--- config.mk ---
export PLATFORM = sky130hd
export DESIGN_NAME = fifo_burst_reader
export DESIGN_NICKNAME = d
export VERILOG_FILES = /design/src/rtl/fifo_pkg.sv /design/src/rtl/out_skid_buf.sv /design/src/rtl/fifo_burst_reader.sv
export SDC_FILE = /design/constraint.sdc
export NUM_CORES = 1
export LEC_CHECK = 0
export ABC_AREA = 0
export ABC_CLOCK_PERIOD_IN_PS = 3150
export CORE_UTILIZATION = 51
export DETAILED_ROUTE_END_ITERATION = 10
export HOLD_SLACK_MARGIN = 0.1
export PLACE_DENSITY_LB_ADDON = 0.25
export SLEW_MARGIN = 20
export SYNTH_ARGS = -nofsm -noshare
export SYNTH_HDL_FRONTEND = slang
export SYNTH_SLANG_ARGS = --single-unit
--- constraint.sdc ---
create_clock -name clk -period 3.15 [get_ports clk]
set_input_delay 0.63 -clock clk [delete_from_list [all_inputs] [get_ports clk]]
set_output_delay 0.63 -clock clk [all_outputs]
set_load 0.01 [all_outputs]
--- src/rtl/fifo_pkg.sv ---
// fifo_pkg: shared types for the FIFO drain-side burst reader.
//   state_t      - burst reader FSM state
//   buf_entry_t  - output-buffer entry {data, last} at the default FIFO width
//   DEF_*        - default parameter values shared with the FIFO
package fifo_pkg;

    localparam int DEF_DWIDTH    = 64;
    localparam int DEF_BURST_LEN = 8;

    typedef enum logic [1:0] {
        IDLE,
        BURST,
        WAIT_LAST
    } state_t;

    typedef struct packed {
        logic [DEF_DWIDTH-1:0] data;
        logic                  last;
    } buf_entry_t;

endpackage

--- src/rtl/out_skid_buf.sv ---
// out_skid_buf: 2-entry valid/ready output buffer holding {data, last}.
//   clk, rst_n          - clock, asynchronous active-low reset
//   push, push_data,
//   push_last           - write one entry (caller guarantees occupancy < 2)
//   set_last            - set the last bit of the youngest buffered entry
//   m_valid, m_ready,
//   m_data, m_last      - downstream stream, driven from the head entry
//   occupancy           - number of buffered entries (0..2)
module out_skid_buf #(
    parameter int DWIDTH = fifo_pkg::DEF_DWIDTH
) (
    input  logic              clk,
    input  logic              rst_n,
    input  logic              push,
    input  logic [DWIDTH-1:0] push_data,
    input  logic              push_last,
    input  logic              set_last,
    output logic              m_valid,
    input  logic              m_ready,
    output logic [DWIDTH-1:0] m_data,
    output logic              m_last,
    output logic [1:0]        occupancy
);

    // Same layout as fifo_pkg::buf_entry_t, sized by this instance's DWIDTH.
    typedef struct packed {
        logic [DWIDTH-1:0] data;
        logic              last;
    } entry_t;

    entry_t     head_q, tail_q, head_d, tail_d;
    logic [1:0] occ_q, occ_d;
    logic       xfer;

    assign xfer      = (occ_q != 2'd0) && m_ready;
    assign m_valid   = (occ_q != 2'd0);
    assign m_data    = head_q.data;
    // A single buffered entry being marked last must show m_last in the
    // same cycle, since it may be transferring right now.
    assign m_last    = head_q.last | (set_last & (occ_q == 2'd1));
    assign occupancy = occ_q;

    // Order matters: mark youngest, then shift out the head, then append.
    always_comb begin
        head_d = head_q;
        tail_d = tail_q;
        occ_d  = occ_q;
        if (set_last) begin
            if (occ_q == 2'd1)
                head_d.last = 1'b1;
            else if (occ_q == 2'd2)
                tail_d.last = 1'b1;
        end
        if (xfer) begin
            head_d = tail_d;
            occ_d  = occ_q - 2'd1;
        end
        if (push) begin
            if (occ_d == 2'd0)
                head_d = {push_data, push_last};
            else
                tail_d = {push_data, push_last};
            occ_d = occ_d + 2'd1;
        end
    end

    always_ff @(posedge clk or negedge rst_n) begin
        if (!rst_n) begin
            head_q <= '0;
            tail_q <= '0;
            occ_q  <= '0;
        end else begin
            head_q <= head_d;
            tail_q <= tail_d;
            occ_q  <= occ_d;
        end
    end

endmodule

--- src/rtl/fifo_burst_reader.sv ---
// fifo_burst_reader: pops words from a first-word-fall-through FIFO and
// re-emits them downstream as fixed-length bursts with a last flag.
//   clk, rst            - clock, asynchronous active-low reset
//   enable              - start bursts back-to-back while high
//   flush               - pulse; end the current burst early
//   fifo_valid,
//   fifo_data           - FIFO head word
//   fifo_deque_en       - pop request (only asserted with fifo_valid)
//   m_valid, m_ready,
//   m_data, m_last      - downstream valid/ready stream
//   burst_done          - pulse when the last word of a burst transfers
//   burst_count         - completed bursts, wraps modulo 2^32
module fifo_burst_reader
    import fifo_pkg::*;
#(
    parameter int DWIDTH    = DEF_DWIDTH,
    parameter int BURST_LEN = DEF_BURST_LEN
) (
    input  logic              clk,
    input  logic              rst,
    input  logic              enable,
    input  logic              flush,
    input  logic              fifo_valid,
    input  logic [DWIDTH-1:0] fifo_data,
    output logic              fifo_deque_en,
    output logic              m_valid,
    input  logic              m_ready,
    output logic [DWIDTH-1:0] m_data,
    output logic              m_last,
    output logic              burst_done,
    output logic [31:0]       burst_count
);

    localparam int CNT_W = $clog2(BURST_LEN + 1);
    localparam logic [CNT_W-1:0] RELOAD = CNT_W'(BURST_LEN);

    state_t           state;
    logic [CNT_W-1:0] words_left;
    logic             term_pending;
    logic [1:0]       occupancy;

    logic buf_nonempty;
    logic pop_ok;
    logic natural_last;
    logic flush_hit;
    logic pop;
    logic set_last;
    logic push_last;

    assign buf_nonempty = (occupancy != 2'd0);
    assign pop_ok       = (state == BURST) && fifo_valid && (occupancy != 2'd2)
                          && (words_left != '0);
    assign natural_last = pop_ok && (words_left == CNT_W'(1));
    // A flush coinciding with the natural last pop changes nothing.
    assign flush_hit    = flush && (state == BURST) && !natural_last;
    // With words buffered, flush retags the youngest one instead of popping.
    // With the buffer empty, the next popped word (possibly this cycle's)
    // becomes the last one.
    assign set_last     = flush_hit && buf_nonempty;
    assign pop          = pop_ok && !set_last;
    assign push_last    = (words_left == CNT_W'(1)) || term_pending || flush_hit;

    assign fifo_deque_en = pop;
    assign burst_done    = m_valid && m_ready && m_last;

    out_skid_buf #(
        .DWIDTH(DWIDTH)
    ) u_skid (
        .clk       (clk),
        .rst_n     (rst),
        .push      (pop),
        .push_data (fifo_data),
        .push_last (push_last),
        .set_last  (set_last),
        .m_valid   (m_valid),
        .m_ready   (m_ready),
        .m_data    (m_data),
        .m_last    (m_last),
        .occupancy (occupancy)
    );

    always_ff @(posedge clk or negedge rst) begin
        if (!rst) begin
            state        <= IDLE;
            words_left   <= '0;
            term_pending <= 1'b0;
            burst_count  <= '0;
        end else begin
            if (burst_done)
                burst_count <= burst_count + 32'd1;

            case (state)
                IDLE: begin
                    if (enable) begin
                        state      <= BURST;
                        words_left <= RELOAD;
                    end
                end
                BURST: begin
                    if (set_last) begin
                        // The retagged word can be the head transferring now,
                        // in which case the burst is already complete.
                        if (burst_done) begin
                            if (enable)
                                words_left <= RELOAD;
                            else
                                state <= IDLE;
                        end else begin
                            state <= WAIT_LAST;
                        end
                    end else if (pop) begin
                        words_left <= words_left - CNT_W'(1);
                        if (push_last) begin
                            state        <= WAIT_LAST;
                            term_pending <= 1'b0;
                        end
                    end else if (flush_hit) begin
                        term_pending <= 1'b1;
                    end
                end
                WAIT_LAST: begin
                    if (burst_done) begin
                        if (enable) begin
                            state      <= BURST;
                            words_left <= RELOAD;
                        end else begin
                            state <= IDLE;
                        end
                    end
                end
                default: state <= IDLE;
            endcase
        end
    end

endmodule

# Word level (Yosys, flattened, before mapping)
# Cells that the tools add are included.
# Widths: inputs -> output; s select.
[op_classes]
n_mux = 29
bitwise_logic = 4
eq_ne = 12
n_reduce_logical = 24
n_addsub = 4
[op_table]
columns = ["operator", "n"]
rows = [
  ["$mux 65", 3],
  ["$add 32x1->32 const B", 1],
  ["$mux 2", 9],
  ["$mux 4", 4],
  ["$pmux 4 s3", 1],
  ["$mux 1", 11],
  ["$logic_and 1x1->1", 10],
  ["$ne 2x2->1 const B", 3],
  ["$pmux 2 s3", 1],
  ["$reduce_and 5->1", 1],
  ["$eq 2x1->1 const B", 2],
  ["$eq 2x2->1 const B", 2],
  ["$eq 4x1->1 const B", 1],
  ["$logic_not 2->1", 2],
  ["$ne 4x4->1 const B", 1],
  ["$reduce_and 2->1", 2],
  ["$reduce_and 4->1", 1],
  ["$reduce_bool 2->1", 2],
  ["$reduce_bool 4->1", 1],
  ["$sub 4x1->4 const B", 1],
  ["$ne 3x2->1 const B", 1],
  ["$ne 3x3->1 const B", 1],
  ["$reduce_bool 3->1", 1],
  ["$add 2x1->2 const B", 1],
  ["7 further kinds", 10],
]
[totals]
wordCells = 82
output_inout_bits = 100
reg_bits = 171

# Depth between registers and ports, before layout
[depth]
depth_word = 14
mapped_depth = 13

# Modules after synthesis
# From an unflattened synthesis, not the netlist that was laid out.
[hier_totals]
hier_cells = 712
hier_area_um2 = 8423.1
[by_module_without_submodules]
columns = ["module", "n_inst", "area_each_um2", "seq_area_each_um2", "cells_each"]
rows = [
  ["out_skid_buf", 1, 6274.8, 3303.2, 505],
  ["fifo_burst_reader", 1, 2148.3, 975.9, 207],
]

# Least setup slack after synthesis
# Ideal clock, no wire load.
[synth_timing]
path_type = "reg2reg"
from = "register u_skid.occ_q[0], in the netlist u_skid.occupancy[0]"
to = "register u_skid.tail_q[55] in the netlist's numbering"
path_buffers = 4
path_slack_ns = 0.621
arrival_time_ns = 2.404
setup_ns = 0.125
synth_period_minus_slack_ns = 2.529
required_time_ns = 3.025
path_stages_with_launch = 12
cell_sequence = "dfrtp_1 inv_1 ha_1 nand2b_1 clkbuf_1 clkbuf_1 a21oi_1 ha_1 nor2_1 buf_2 buf_4 mux2_2"
[synth_between]
elab_chain_len = 10
[synth_lines]
columns = ["element", "line", "rtl"]
rows = [
  ["from (decl)", "out_skid_buf.sv:32", "logic [1:0] occ_q, occ_d;"],
  ["from (signal assigned)", "out_skid_buf.sv:71", "occ_q <= '0;"],
  ["from (signal assigned)", "out_skid_buf.sv:75", "occ_q <= occ_d;"],
  ["$ne 2x2->1", "fifo_burst_reader.sv:51", "assign pop_ok = (state == BURST) && fifo_valid && (occupancy != 2'd2)"],
  ["$logic_and 1x1->1", "fifo_burst_reader.sv:51", ""],
  ["$logic_and 1x1->1", "fifo_burst_reader.sv:52", "&& (words_left != '0);"],
  ["$logic_and 1x1->1", "fifo_burst_reader.sv:53", "assign natural_last = pop_ok && (words_left == CNT_W'(1));"],
  ["$logic_not 1->1", "fifo_burst_reader.sv:55", "assign flush_hit = flush && (state == BURST) && !natural_last;"],
  ["$logic_and 1x1->1", "fifo_burst_reader.sv:55", ""],
  ["$logic_and 1x1->1", "fifo_burst_reader.sv:59", "assign set_last = flush_hit && buf_nonempty;"],
  ["$logic_not 1->1", "fifo_burst_reader.sv:60", "assign pop = pop_ok && !set_last;"],
  ["$logic_and 1x1->1", "fifo_burst_reader.sv:60", ""],
  ["$reduce_and 2->1 (no source line) (*)", "n/a", ""],
  ["to (signal assigned)", "out_skid_buf.sv:74", "tail_q <= tail_d;"],
  ["to (decl)", "out_skid_buf.sv:31", "entry_t head_q, tail_q, head_d, tail_d;"],
]
# Mark *: on every way between the ends. The rest lies on a longest branch, timed or not.
# A chain may end at the register's enable or synchronous reset.

# Worst setup path after layout
[layout_timing]
from = "register state[1]"
to = "output fifo_deque_en"
[layout_between]
elab_chain_len = 10
[layout_lines]
columns = ["element", "line", "rtl"]
rows = [
  ["from (decl)", "fifo_burst_reader.sv:37", "state_t state;"],
  ["from (signal assigned)", "fifo_burst_reader.sv:84", "state <= IDLE;"],
  ["from (signal assigned)", "fifo_burst_reader.sv:95", "state <= BURST;"],
  ["from (signal assigned)", "fifo_burst_reader.sv:107", "state <= IDLE;"],
  ["$eq 2x1->1 (*)", "fifo_burst_reader.sv:51, fifo_burst_reader.sv:55", ""],
  ["$logic_and 1x1->1 (2 in series)", "fifo_burst_reader.sv:51", ""],
  ["$logic_and 1x1->1", "fifo_burst_reader.sv:52", ""],
  ["$logic_and 1x1->1", "fifo_burst_reader.sv:53", ""],
  ["$logic_not 1->1", "fifo_burst_reader.sv:55", ""],
  ["$logic_and 1x1->1", "fifo_burst_reader.sv:55", ""],
  ["$logic_and 1x1->1", "fifo_burst_reader.sv:59", ""],
  ["$logic_not 1->1", "fifo_burst_reader.sv:60", ""],
  ["$logic_and 1x1->1 (*)", "fifo_burst_reader.sv:60", ""],
  ["to (decl)", "fifo_burst_reader.sv:25", "output logic fifo_deque_en,"],
]
# Marks and branches as above.

==> impl_results.md <==
- FF-to-FF setup slack: approximately 0.66 ns
- GRT overflow: 0
- Final setup vio count: 0
- First-pass detailed-route iteration total: 7
- Number of distinct library cells after synthesis: 46
- CP required: between 2 and 3 ns
- # diodes: 0
- Hpwl dp: roughly 12000 um
- Worst R2R Path Depth: 11
- Synth area leaders: dfrtp_1, mux2_2, nand2_1, buf_4, a31oi_1
- Cell area after synthesis: slightly above 0.008 sq mm
- Max FO, Critical Path: 11
- Vias/cell: 5.32
- Cell with the most instances after synthesis: dfrtp_1
- Initial cell density of the core: between 50% and 60%
- Clk sinks: 171
- Global placer's final weighted congestion: between 0.8 and 0.9
- Clk root buf: clkbuf_16
- Post-synth top area cell: dfrtp_1
- Synth top area share: a little over half
- Placement Cell Area: approximately 0.0096 sq mm
- Power Density: 913 mW/mm^2
- Slew Limit Fails: 0
- Tightest Pin Transition: 0.706 ns
- Register area share after synthesis: between 50% and 60%
- PortBufs: 169
- Fin nets: roughly 970
- Setup crit end kind: primary output
- I/O pin cnt: between 150 and 200
- Seq cells post-synth: around 170
- Post-synth EDFFs: 0
- Share of cells above drive strength 1: roughly 15%
- RR Endpoint: u_skid.m_data[4]$_DFF_PN0_
- Clk Latency, worst-skew pair: approximately 0.42 ns
- Max cap viols: 0
- Finished Cell Area: between 0.01 and 0.015 sq mm
- DR WL/cell: 15.9 um
- F_max: roughly 330 MHz
- Mapped Cells: between 700 and 800
- Die X: 128 um
- Htree depth: 4
- Gr usage total: 22.7%
- Pin count of the biggest net entering global routing: 73
- CTS buffer count: 17
- Post-synthesis net count: ~860
- Iteration-0 DRC Markers: between 300 and 400
- Final WL: around 18000 um
- Final Hold Vio Count: 0
- Drt drc: 0
- Top cells by count, synth: dfrtp_1, nand2_1, nor2_1, buf_4
- Core area: 0.0153 sq mm
- Synthesis Warnings: 0
- Post-CTS Hold Buffers: 0
- Initial antenna violation count: 0
- Startpoint types: register
- Max-Slew Margin vs Limit: between 50% and 60%
- Worst min path class: in -> async
- Worst-path clk slew: roughly 0.060 ns
- Die area: between 0.015 and 0.02 sq mm
- Leak Pwr: ~4.5 nW
- RR Startpoint: u_skid.occupancy[0]$_DFF_PN0_
- Row cnt: 45
- First-pass GRT wire length: just under 30000 um
- Worst EP arrival: around 2.4 ns
- Die Ht: roughly 130 um
- Outcome: finished clean
- Antenna viol nets, final: 0
- Setup Skew: about 0.0073 ns
- Non-Filler Instances: 1111
- Min Tclk post-route: ~3.0 ns
- Clock tree buffer depth: 2
- Mean Syn Cell Area: around 10 sq um
- Setup Crit Path Kind: reg -> out
- Vias after detailed routing: slightly below 6000
- Cell count after placement: roughly 1100
- CTS tree: built
- Vias in the first global route: 5963
- Ys flop type: dfrtp_1
- Ys async rst share: 100%
- Layout area overhead: 27.1%
- Final period util: ~97%
- Max VDD drop: between 0.4 and 0.5 mV
## repair_timing
action                                  CTS  global route
endpoints found under the setup margin    3             3
resized for setup                         4             7
pin swaps                                 1             2
buffers inserted                          2             0
cloned                                    0             0
hold endpoints to repair                  0             0
## placed cells by master (no fill, tap or decap), types with 4 or more instances in the layout
cell               n
buf_4             17
clkbuf_16         17
clkinv_4           4
buf_12             4
nand3_1            8
a31oi_1           65
nor2_1            79
nor3_1            17
and3_1             4
xor2_1            18
clkdlybuf4s50_1  167
ha_1              10
nor4_1             4
a21o_1             5
a21oi_1            6
nand2_1          141
inv_1             14
nand4_1            8
xnor2_1           16
dfrtp_1          171
mux2_2            65
## flip-flops by register name, indices dropped and copies added (netlist names)
| signal | flops |
|---|---|
| u_skid.occupancy | 2 |
| u_skid.tail_q | 65 |
| u_skid.head_q | 1 |
| state | 2 |
| burst_count | 32 |
| words_left | 4 |
| u_skid.m_data | 64 |
| term_pending | 1 |
## cells by family after synthesis
logic type                 after synthesis  synth area share, %
AOI/OAI and AO/OA                       95                 7.95
xor gates and xnor gates                34                 3.70
adders and majority gates               13                 2.02
buffers and inverters                  118                 8.77
DFF                                    171                 53.1
muxes                                   67                 9.33
and+or+nand+nor                        283                 15.1
## critical path, stage by stage, from the launching register on
cell	delay (ns)
dfrtp_1	0.39
inv_1	0.14
ha_4	0.23
and4bb_4	0.30
a21o_1	0.23
nand2_1	0.11
inv_1	0.07
clkdlybuf4s50_1	0.52
## layer usage
| metal | routed length (um) | vias to the layer above | track usage, % |
|---|---|---|---|
| met5 | 0 | - | 0 |
| met3 | 1080 | 25 | 5.80 |
| li1 | - | 2800 | - |
| met1 | 7630 | 2915 | 28.4 |
| met4 | 306 | 0 | 8.30 |
| met2 | 8700 | 175 | 38.2 |
## metrics by stage
stage / setup TNS [ns] / util, % / hold slack [ns] / power (mW) / worst slack [ns]
after global placement: 0 / 62.6 / 0.457 / 7.09 / 0.0779
after floorplan: 0 / - / 0.334 / 6.13 / 0.621
after detailed placement: 0 / 62.6 / 0.478 / 7.27 / 0.0507
final: 0 / 66.8 / 0.156 / 9.34 / 0.110
after global routing: -0.0122 / 66.8 / 0.187 / 9.95 / -0.0122
after CTS: 0 / 66.7 / 0.167 / 9.39 / 0.00476
## layout make-up
cell class | instances | area, sq um
clock inverter | 10 | 118
clock buffer | 21 | 470
inverter | 16 | 60.1
fill | 1186 | 5080
multi-input combinational | 492 | 3140
sequential | 171 | 4280
tap | 211 | 264
timing repair buffer | 190 | 1900
## where the power goes
part | internal, mW | switching (mW) | total, mW | leakage [nW]
sequential | 3.10 | 0.540 | 3.64 | 2.13
clock | 1.23 | 0.822 | 2.05 | 0.289
combinational | 1.96 | 1.69 | 3.65 | 2.11
## worst max-delay path by stage
| stage | startpoint | to | slack (ns) | depth (start not counted) |
|---|---|---|---|---|
| 2_1_floorplan | u_skid.occupancy[0]$_DFF_PN0_ | u_skid.tail_q[55]$_DFFE_PN0P_ | 0.62 | 11 |
| 3_3_place_gp | fifo_valid | burst_done | 0.08 | 6 |
| 3_5_place_dp | fifo_valid | burst_done | 0.05 | 6 |
| 4_1_cts | state[1]$_DFFE_PN0P_ | fifo_deque_en | 0.005 | 7 |
| 5_1_grt | u_skid.occupancy[0]$_DFF_PN0_ | fifo_deque_en | -0.01 | 7 |
| 6_report | state[1]$_DFFE_PN0P_ | fifo_deque_en | 0.11 | 7 |
Note: power is estimated with default switching activity, not from simulation.
